<file path="config.mk">
export PLATFORM = sky130hd
export DESIGN_NAME = aes_inv_key_schedule
export DESIGN_NICKNAME = d
export VERILOG_FILES = /design/src/rtl/aes_inv_key_schedule.sv
export SDC_FILE = /design/constraint.sdc
export NUM_CORES = 2
export LEC_CHECK = 0
export CORE_MARGIN = 2
export CORE_UTILIZATION = 37
export DETAILED_ROUTE_END_ITERATION = 10
export HOLD_SLACK_MARGIN = 0.1
export PLACE_DENSITY_LB_ADDON = 0.2
export SLEW_MARGIN = 5
export SYNTH_ARGS = -nofsm -noshare
export SYNTH_HDL_FRONTEND = slang
export SYNTH_SLANG_ARGS = --single-unit
</file>
<file path="constraint.sdc">
create_clock -name clk -period 23.6 [get_ports clk]
set_clock_uncertainty 0.15 [all_clocks]
set_input_delay 7.08 -clock clk [delete_from_list [all_inputs] [get_ports clk]]
set_output_delay 7.08 -clock clk [all_outputs]
set_load 0.005 [all_outputs]
</file>
<file path="src/rtl/aes_inv_key_schedule.sv">
// AES-128 key schedule that expands a cipher key forward, then streams round keys 10..0 back out.
// Optional build macro AES_EQ_INV_CIPHER_EN: rounds 9..1 are emitted through InvMixColumns.

module aes_sbox (
   input  logic [7:0] a,
   output logic [7:0] s
);

   // GF(2^8) multiply, reduction polynomial x^8+x^4+x^3+x+1
   function automatic logic [7:0] gmul(input logic [7:0] x, input logic [7:0] y);
      logic [7:0] p;
      logic [7:0] t;
      p = 8'h00;
      t = x;
      for (int i = 0; i < 8; i++) begin
         if (y[i]) p = p ^ t;
         t = {t[6:0], 1'b0} ^ (t[7] ? 8'h1b : 8'h00);
      end
      return p;
   endfunction

   logic [7:0] x2, x3, x6, x12, x14, x15, x30, x60, x120, x240, inv;

   // Multiplicative inverse as a^254 (maps 0 to 0), then the standard affine transform
   assign x2   = gmul(a, a);
   assign x3   = gmul(x2, a);
   assign x6   = gmul(x3, x3);
   assign x12  = gmul(x6, x6);
   assign x14  = gmul(x12, x2);
   assign x15  = gmul(x12, x3);
   assign x30  = gmul(x15, x15);
   assign x60  = gmul(x30, x30);
   assign x120 = gmul(x60, x60);
   assign x240 = gmul(x120, x120);
   assign inv  = gmul(x240, x14);

   assign s = inv ^ {inv[6:0], inv[7]} ^ {inv[5:0], inv[7:6]} ^
              {inv[4:0], inv[7:5]} ^ {inv[3:0], inv[7:4]} ^ 8'h63;

endmodule

module aes_inv_key_schedule (
   input  logic         clk,
   input  logic         rst,
   input  logic         start,
   input  logic [127:0] key,
   output logic         busy,
   output logic         rk_valid,
   input  logic         rk_ready,
   output logic [127:0] rk_data,
   output logic [3:0]   rk_round,
   output logic         rk_last
);

   typedef enum logic [1:0] {
      IDLE   = 2'd0,
      EXPAND = 2'd1,
      OUTPUT = 2'd2
   } state_t;

   state_t        state_q, state_d;
   logic [127:0]  rk_q, rk_d;
   logic [3:0]    round_q, round_d;

   logic [31:0]   w0, w1, w2, w3;
   logic [31:0]   sub_in, rot, sub_out;
   logic [3:0]    rcon_idx;
   logic [7:0]    rcon;
   logic [127:0]  fwd_key, inv_key;

   function automatic logic [7:0] rcon_lookup(input logic [3:0] idx);
      case (idx)
         4'd0:    return 8'h01;
         4'd1:    return 8'h02;
         4'd2:    return 8'h04;
         4'd3:    return 8'h08;
         4'd4:    return 8'h10;
         4'd5:    return 8'h20;
         4'd6:    return 8'h40;
         4'd7:    return 8'h80;
         4'd8:    return 8'h1b;
         4'd9:    return 8'h36;
         default: return 8'h00;
      endcase
   endfunction

   assign w0 = rk_q[127:96];
   assign w1 = rk_q[95:64];
   assign w2 = rk_q[63:32];
   assign w3 = rk_q[31:0];

   // The inverse step needs the previous key's last word, recovered as W3^W2
   always_comb begin
      sub_in   = w3;
      rcon_idx = round_q;
      if (state_q == OUTPUT) begin
         sub_in   = w3 ^ w2;
         rcon_idx = round_q - 4'd1;
      end
   end

   assign rot  = {sub_in[23:0], sub_in[31:24]};
   assign rcon = rcon_lookup(rcon_idx);

   genvar b;
   generate
      for (b = 0; b < 4; b++) begin : g_sbox
         aes_sbox u_sbox (
            .a (rot[8*b +: 8]),
            .s (sub_out[8*b +: 8])
         );
      end
   endgenerate

   always_comb begin
      logic [31:0] f0, f1, f2, f3;
      logic [31:0] p0;
      f0 = w0 ^ sub_out ^ {rcon, 24'h000000};
      f1 = w1 ^ f0;
      f2 = w2 ^ f1;
      f3 = w3 ^ f2;
      p0 = w0 ^ sub_out ^ {rcon, 24'h000000};
      fwd_key = {f0, f1, f2, f3};
      inv_key = {p0, w1 ^ w0, w2 ^ w1, w3 ^ w2};
   end

   // Next-state logic: expand forward to round 10, then walk back one step per accepted beat
   always_comb begin
      state_d = state_q;
      rk_d    = rk_q;
      round_d = round_q;
      case (state_q)
         IDLE: begin
            if (start) begin
               rk_d    = key;
               round_d = 4'd0;
               state_d = EXPAND;
            end
         end
         EXPAND: begin
            rk_d = fwd_key;
            if (round_q == 4'd9) begin
               round_d = 4'd10;
               state_d = OUTPUT;
            end else begin
               round_d = round_q + 4'd1;
            end
         end
         OUTPUT: begin
            if (rk_ready) begin
               if (round_q == 4'd0) begin
                  state_d = IDLE;
               end else begin
                  rk_d    = inv_key;
                  round_d = round_q - 4'd1;
               end
            end
         end
         default: state_d = IDLE;
      endcase
   end

   always_ff @(posedge clk) begin
      if (rst) begin
         state_q <= IDLE;
         rk_q    <= '0;
         round_q <= '0;
      end else begin
         state_q <= state_d;
         rk_q    <= rk_d;
         round_q <= round_d;
      end
   end

   assign busy     = (state_q != IDLE);
   assign rk_valid = (state_q == OUTPUT);
   assign rk_round = round_q;
   assign rk_last  = (state_q == OUTPUT) && (round_q == 4'd0);

`ifdef AES_EQ_INV_CIPHER_EN
   function automatic logic [7:0] xt(input logic [7:0] v);
      return {v[6:0], 1'b0} ^ (v[7] ? 8'h1b : 8'h00);
   endfunction

   function automatic logic [31:0] inv_mix_col(input logic [31:0] c);
      logic [7:0] a [4];
      logic [7:0] m2 [4];
      logic [7:0] m4 [4];
      logic [7:0] m8 [4];
      logic [7:0] m9 [4];
      logic [7:0] mb [4];
      logic [7:0] md [4];
      logic [7:0] me [4];
      for (int i = 0; i < 4; i++) begin
         a[i]  = c[31-8*i -: 8];
         m2[i] = xt(a[i]);
         m4[i] = xt(m2[i]);
         m8[i] = xt(m4[i]);
         m9[i] = m8[i] ^ a[i];
         mb[i] = m8[i] ^ m2[i] ^ a[i];
         md[i] = m8[i] ^ m4[i] ^ a[i];
         me[i] = m8[i] ^ m4[i] ^ m2[i];
      end
      return {me[0] ^ mb[1] ^ md[2] ^ m9[3],
              m9[0] ^ me[1] ^ mb[2] ^ md[3],
              md[0] ^ m9[1] ^ me[2] ^ mb[3],
              mb[0] ^ md[1] ^ m9[2] ^ me[3]};
   endfunction

   // Equivalent inverse cipher wants the middle round keys pre-mixed; the register stays raw
   assign rk_data = (state_q == OUTPUT && round_q != 4'd0 && round_q != 4'd10) ?
                    {inv_mix_col(w0), inv_mix_col(w1), inv_mix_col(w2), inv_mix_col(w3)} : rk_q;
`else
   assign rk_data = rk_q;
`endif

endmodule

</file>
Word-level counts from Yosys, hierarchy flattened
Memory sizes are Yosys's and may differ from the RTL's. Index checks and enable logic that the tools add are counted. W data, S select, Z words.

Register bits after elaboration: 134. Bits in latches: 0. Memory bits (writable): 0. ROM bits: 128. Input bits: 132. Word-level logic and storage cells: 1285. Memories: 1.

Memories: (no name shown) (words 16, bits a word 8, read ports 1, clocked after Yosys merged registers in 0, wr ports 0, RTL line 72) `case (idx)`.

Add/sub/neg operators: 2. Multipliers: 0. Div/mod/pow operators: 0. Magnitude comparators: 0. Eq/ne operators: 8. Shifts and indexed selects: 0. Multiplexer cells: 648. Bitwise gates (word level): 616. Reductions and logical operators: 7.

Operator list (count): $xor A8 B8 Y8 (604); $mux W8 (352); $mux W5 (280); $mux W128 (3); $pmux W128 S3 (1); $xor A32 B32 Y32 (8); $mux W32 (1); $mux W4 (5); $not A4 Y4 (4); $pmux W4 S3 (1); $mux W2 (4); $reduce_and A4 Y1 (2); $ne A2 B2 Y1 const B (3); $pmux W2 S3 (1); $add A4 B1 Y4 const B (1); $eq A4 B4 Y1 const B (1); $logic_not A4 Y1 (1); $ne A2 B1 Y1 const B (2); $sub A4 B1 Y4 const B (1); $reduce_bool A3 Y1 (1); $eq A2 B1 Y1 const B (1); $eq A2 B2 Y1 const B (1); $logic_not A2 Y1 (1); $reduce_bool A2 Y1 (1); $logic_and A1 B1 Y1 (1).

Longest topological paths before layout
Depth after elaboration: 173. Depth in mapped cells: 90. Mapped depth without buffers: 71.

Modules after synthesis
A second synthesis with hierarchy kept.

Cells, all modules: 6949. Area total of the unflattened synthesis: 54355.9 µm².

By module, submodules not included: aes_sbox (instances 4, cells an instance 1405, area an instance 10984.3 µm², seq. area each 0.0 µm²); aes_inv_key_schedule (instances 1, cells an instance 1329, area an instance 10418.7 µm², seq. area each 2682.6 µm²).

Least setup slack after synthesis
No wires, ideal clock.

Path type: register to register. From: reg state_q[0]. To: reg rk_q[84], in the netlist rk_data[84]. Library setup time: 132 ps. Arrival time: 19800 ps. Data required time: 23318 ps. Slack: 3518 ps. Stages on the path, launching flop included: 80. Period minus slack after synthesis: 20082 ps. Cells stage by stage: dfxtp_1 > inv_1 > ha_1 > buf_4 > buf_8 > buf_6 > nand2_1 > xor2_1 > clkinv_1 > ha_1 > clkbuf_1 > inv_1 > xnor3_1 > or3b_1 > a32oi_1 > xor2_1 > buf_4 > xnor2_2 > [... 44 more ...] > nand2_1 > xor2_1 > xnor2_1 > xnor2_1 > xnor2_1 > xnor2_1 > xnor3_1 > nand2_1 > xor2_1 > a21oi_1 > xnor3_1 > xor2_1 > xnor3_1 > xnor2_1 > xnor2_1 > mux2_2 > a221oi_1 > nor3_1.

Longest elaborated chain between the ends: 164.

Ends and longest elaborated chain: from (decl) (RTL line 61) `state_t state_q, state_d;`; from (signal assigned) (RTL line 169) `state_q <= state_d;`; $eq A2 B2 Y1 (*); net rk_valid (RTL line 48) `output logic rk_valid,`; $mux W32 (RTL line 96) `if (state_q == OUTPUT) begin`; $mux W5 (tied with other cells) (RTL line 17) `t = {t[6:0], 1'b0} ^ (t[7] ? 8'h1b : 8'h00);`; $xor A8 B8 Y8, on equally long branches (RTL line 17, 16); $xor A8 B8 Y8 or $mux W8 (tied branches) (RTL line 16) `if (y[i]) p = p ^ t;`; $mux W8 or $xor A8 B8 Y8 (tied branches) (RTL line 16); $xor A8 B8 Y8 or $mux W8 (tied branches) (RTL line 16); [... 146 more ...]; $mux W8 (RTL line 16); $xor A8 B8 Y8 (RTL line 16); $mux W8 (RTL line 16); $xor A8 B8 Y8 (3 in series) (RTL line 37) `assign s = inv ^ {inv[6:0], inv[7]} ^ {inv[5:0], inv[7:6]} ^`; $xor A8 B8 Y8 (RTL line 38) `{inv[4:0], inv[7:5]} ^ {inv[3:0], inv[7:4]} ^ 8'h63;`; $xor A32 B32 Y32 (2 in series) (RTL line 118) `f0 = w0 ^ sub_out ^ {rcon, 24'h000000};`; $xor A32 B32 Y32 (RTL line 119) `f1 = w1 ^ f0;`; $pmux W128 S3 (RTL line 132) `case (state_q)`; to (signal assigned) (RTL line 170) `rk_q <= rk_d;`; to (decl) (RTL line 62) `logic [127:0] rk_q, rk_d;`.

Mark *: on every way through the listed nets, which the timed path passes. The rest lies on a longest branch. A chain may end at the register's enable or synchronous reset.

Worst setup path after layout
From: reg state_q[0]. To: reg rk_q[42], in the netlist rk_data[42].

Longest elaborated chain between the ends: 165.

Ends and longest elaborated chain: $eq A2 B2 Y1 (RTL line 96, 132); $mux W32 (RTL line 96); $mux W5 (tied with other cells) (RTL line 17); $xor A8 B8 Y8, on equally long branches (RTL line 17, 16); $xor A8 B8 Y8 or $mux W8 (tied branches) (RTL line 16); $mux W8 or $xor A8 B8 Y8 (tied branches) (RTL line 16); $xor A8 B8 Y8 or $mux W8 (tied branches) (RTL line 16); $mux W8 or $xor A8 B8 Y8 (tied branches) (RTL line 16); [... 146 more ...]; $xor A8 B8 Y8 (RTL line 16); $mux W8 (RTL line 16); $xor A8 B8 Y8 (3 in series) (RTL line 37); $xor A8 B8 Y8 (RTL line 38); $xor A32 B32 Y32 (2 in series) (RTL line 118); $xor A32 B32 Y32 (RTL line 119); $xor A32 B32 Y32 (RTL line 120) `f2 = w2 ^ f1;`; $pmux W128 S3 (RTL line 132).

Parallel ways exist; a longest one is shown, timed or not.

==> impl_metrics.tcl <==
set metrics [dict create \
    tightestPinTransition_ns 1.23 \
    cp_max_fo 54 \
    stdcell_count 9652 \
    ys_types 132 \
    cp_top_family "XOR/XNOR gates" \
    dp.cells 9620 \
    grt_pass1_vias 52300 \
    crit_top_cell "xnor2_1" \
    start_util_pct 37.1 \
    cp.arrival_ns 22.31 \
    yosysWarningCount 0 \
    hold_violations 0 \
    slowest_delay_ns 0.95 \
    seq_area_frac_synth_pct 4.71 \
    min_period_ns 22.10 \
    fmax_mhz 45.3 \
    row_count 144 \
    coreArea_sq_um 154000 \
    dpl_cell_area_sq_um 61900 \
    tns_ns 0 \
    synth_xor_xnor_area_share_pct 43.8 \
    grt_pass1_wl_um 316000 \
    dr.pass1.iters 6 \
    critPathSlowestCell "xnor3_1" \
    crit_buf_inv 5 \
    cp_data_required_time_ns 23.81 \
    track_usage_pct 25.0 \
    setup_viol 0 \
    muxShareOfSynthArea_pct 3.84 \
    design_area_sq_um 62600 \
    cts_tree "built" \
    die_h_um 396 \
    antenna_found_initial 6 \
    slew_headroom_pct 17.2 \
    ant_nets 0 \
    wl_per_cell_um 21.2 \
    synth_top_family_by_area "XOR/XNOR gates" \
    cts_buffers 17 \
    synth_top_area_cell "xnor2_1" \
    start_kind "register" \
    synth_nets 7750 \
    vias_per_cell 5.79 \
    ys_ff_latch 134 \
    clk_path_buf_depth 2 \
    hold_path.class "reg2reg" \
    end_kind "register" \
    n_antenna_cell 0 \
    routed_wl_um 205000 \
    die-width_um 396 \
    syn_area_per_cell_sq_um 7.52 \
    port_buffers 266 \
    clkLatencyLatePin_ns 0.52 \
    drt-initial-drc-count 5012 \
    dieArea_sq_um 157000 \
    yosysMostFrequentCell "xnor2_1" \
    synth_simple_gate_area_share_pct 21.5 \
    synthAdderAreaFrac_pct 0.812 \
    synth_cells 7581 \
    place_hpwl_um 153000 \
    synth_top_area_share_pct 20.1 \
    synthesis.area_sq_um 57000 \
    vias 55900 \
    drcViolationCount 0 \
    root_buffer "clkbuf_16" \
    synth-compound-area-share_pct 19.9 \
    area_growth_pct 9.83 \
    synthFlopType "dfxtp_1" \
    post-route-util_pct 40.8 \
    layout-drive-gt1-share_pct 8.33 \
    critPathKind "reg2reg" \
    grt_max_degree 103 \
    gr-total-overflow 0 \
    cts_sinks 134 \
    io_pins 267 \
    place_congestion 0.924 \
    status "complete, no violations" \
    clkTransAtPathRegs_ns 0.07 \
    async_reset_ff_share_pct 0 \
    synth_area_leaders "xnor2_1 20%, xnor3_1 11%, xor2_1 6.7%" \
    htree_num_levels 4 \
    slew_violations 0 \
    maxCapViolations 0 \
    nNetsFinal 7765 \
    synth_commonest_cells "1310 x xnor2_1, 938 x nor2_1, 711 x nand2_1, 439 x xor2_1, 381 x a21oi_1" \
    n_fill_cell 15800 \
    synth_edf_count 0 \
    fin_crit_sh_pct 93.6 \
    ctsHoldBuffers 0 \
]
[registers in the layout (all words and copies together), names as in the netlist]
| register | count |
|---|---|
| rk_round | 4 |
| state_q | 2 |
| rk_data | 128 |
[worst register-to-register path, delay by kind of cell (launching register included)]
family          cells  cell delay, ns
xor+xnor           31           12.71
simple gates        5            0.79
compound gates     11            3.99
mux                 5            0.87
flops               1            0.36
fa+ha+maj           3            1.32
buf+inv             5            1.75
[cell type report]
class,count,area (sq um),share of cell area [%]
clock buffer,18,439,0.702
clock inverter,13,136,0.218
inverter,138,522,0.833
multi-input combinational,6770,51600,82.4
sequential,134,2680,4.29
tap,2044,2560,4.09
timing repair buffer,535,4700,7.50
[metal layers]
metal | track usage, % | wire (um) | part of all wire, % | vias up
met5 | 0 | 54 | 0.026 | -
met3 | 4.88 | 16900 | 8.2 | 204
met1 | 36.0 | 95200 | 46 | 27000
met4 | 5.83 | 4460 | 2.2 | 8
met2 | 38.2 | 88200 | 43 | 2069
li1 | - | - | - | 26600
[metrics by stage]
stage	hold WS, ns	setup WS (ns)
after floorplan	0.336	3.52
after global placement	0.353	1.25
after detailed placement	0.365	0.859
after CTS	0.376	0.794
after global routing	0.401	-0.00367
final	0.368	1.50
[final timing paths]
kind	from	endpoint	slack, ns	depth (start not counted)
max reg2reg	state_q[0]$_SDFFE_PP0P_	rk_data[42]$_SDFFE_PP0P_	1.50	60
max	state_q[0]$_SDFFE_PP0P_	rk_data[42]$_SDFFE_PP0P_	1.50	60
min reg2reg	rk_data[124]$_SDFFE_PP0P_	rk_data[124]$_SDFFE_PP0P_	0.37	2
min	rk_data[124]$_SDFFE_PP0P_	rk_data[124]$_SDFFE_PP0P_	0.37	2
[cell families (layout without fill, tap and decap cells)]
kind of cell | after synthesis | after routing
muxes | 212 | 212
DFF | 134 | 134
buffers and inverters | 678 | 704
xor gates and xnor gates | 2202 | 2203
and+or+nand+nor | 2656 | 2656
AOI/OAI and AO/OA | 1662 | 1662
adders and majority gates | 37 | 37
[cell usage in the layout, fill, tap and decap left out, types with 32 or more instances in the layout]
cell type,count
a211oi_1,77
xor2_1,431
mux2_2,38
o221ai_1,35
nand2b_1,87
xnor2_1,1297
nand4_1,32
nor3_1,247
o21ai_0,319
or3_1,47
a22oi_1,65
a221oi_1,80
dfxtp_1,134
nand2_1,710
nor4_1,68
o22ai_1,69
o211ai_1,85
mux2i_1,169
nor2b_1,41
a21oi_1,380
a31oi_1,49
clkdlybuf4s50_1,265
buf_4,268
ha_1,34
and3_1,59
and2_1,51
a32oi_1,40
nor2_1,935
xor3_1,36
a21o_1,42
nand3_1,189
xnor3_1,282
xnor2_2,95
nand3b_1,36
inv_1,112
[what timing repair did]
item                       CTS  global route
setup endpoints to repair    0            37
setup buffers                0             0
resized for setup            0            16
Power is left out: the tool's default activity adds up to more than one toggle a clock period on the data nets, which glitch-free logic cannot reach.
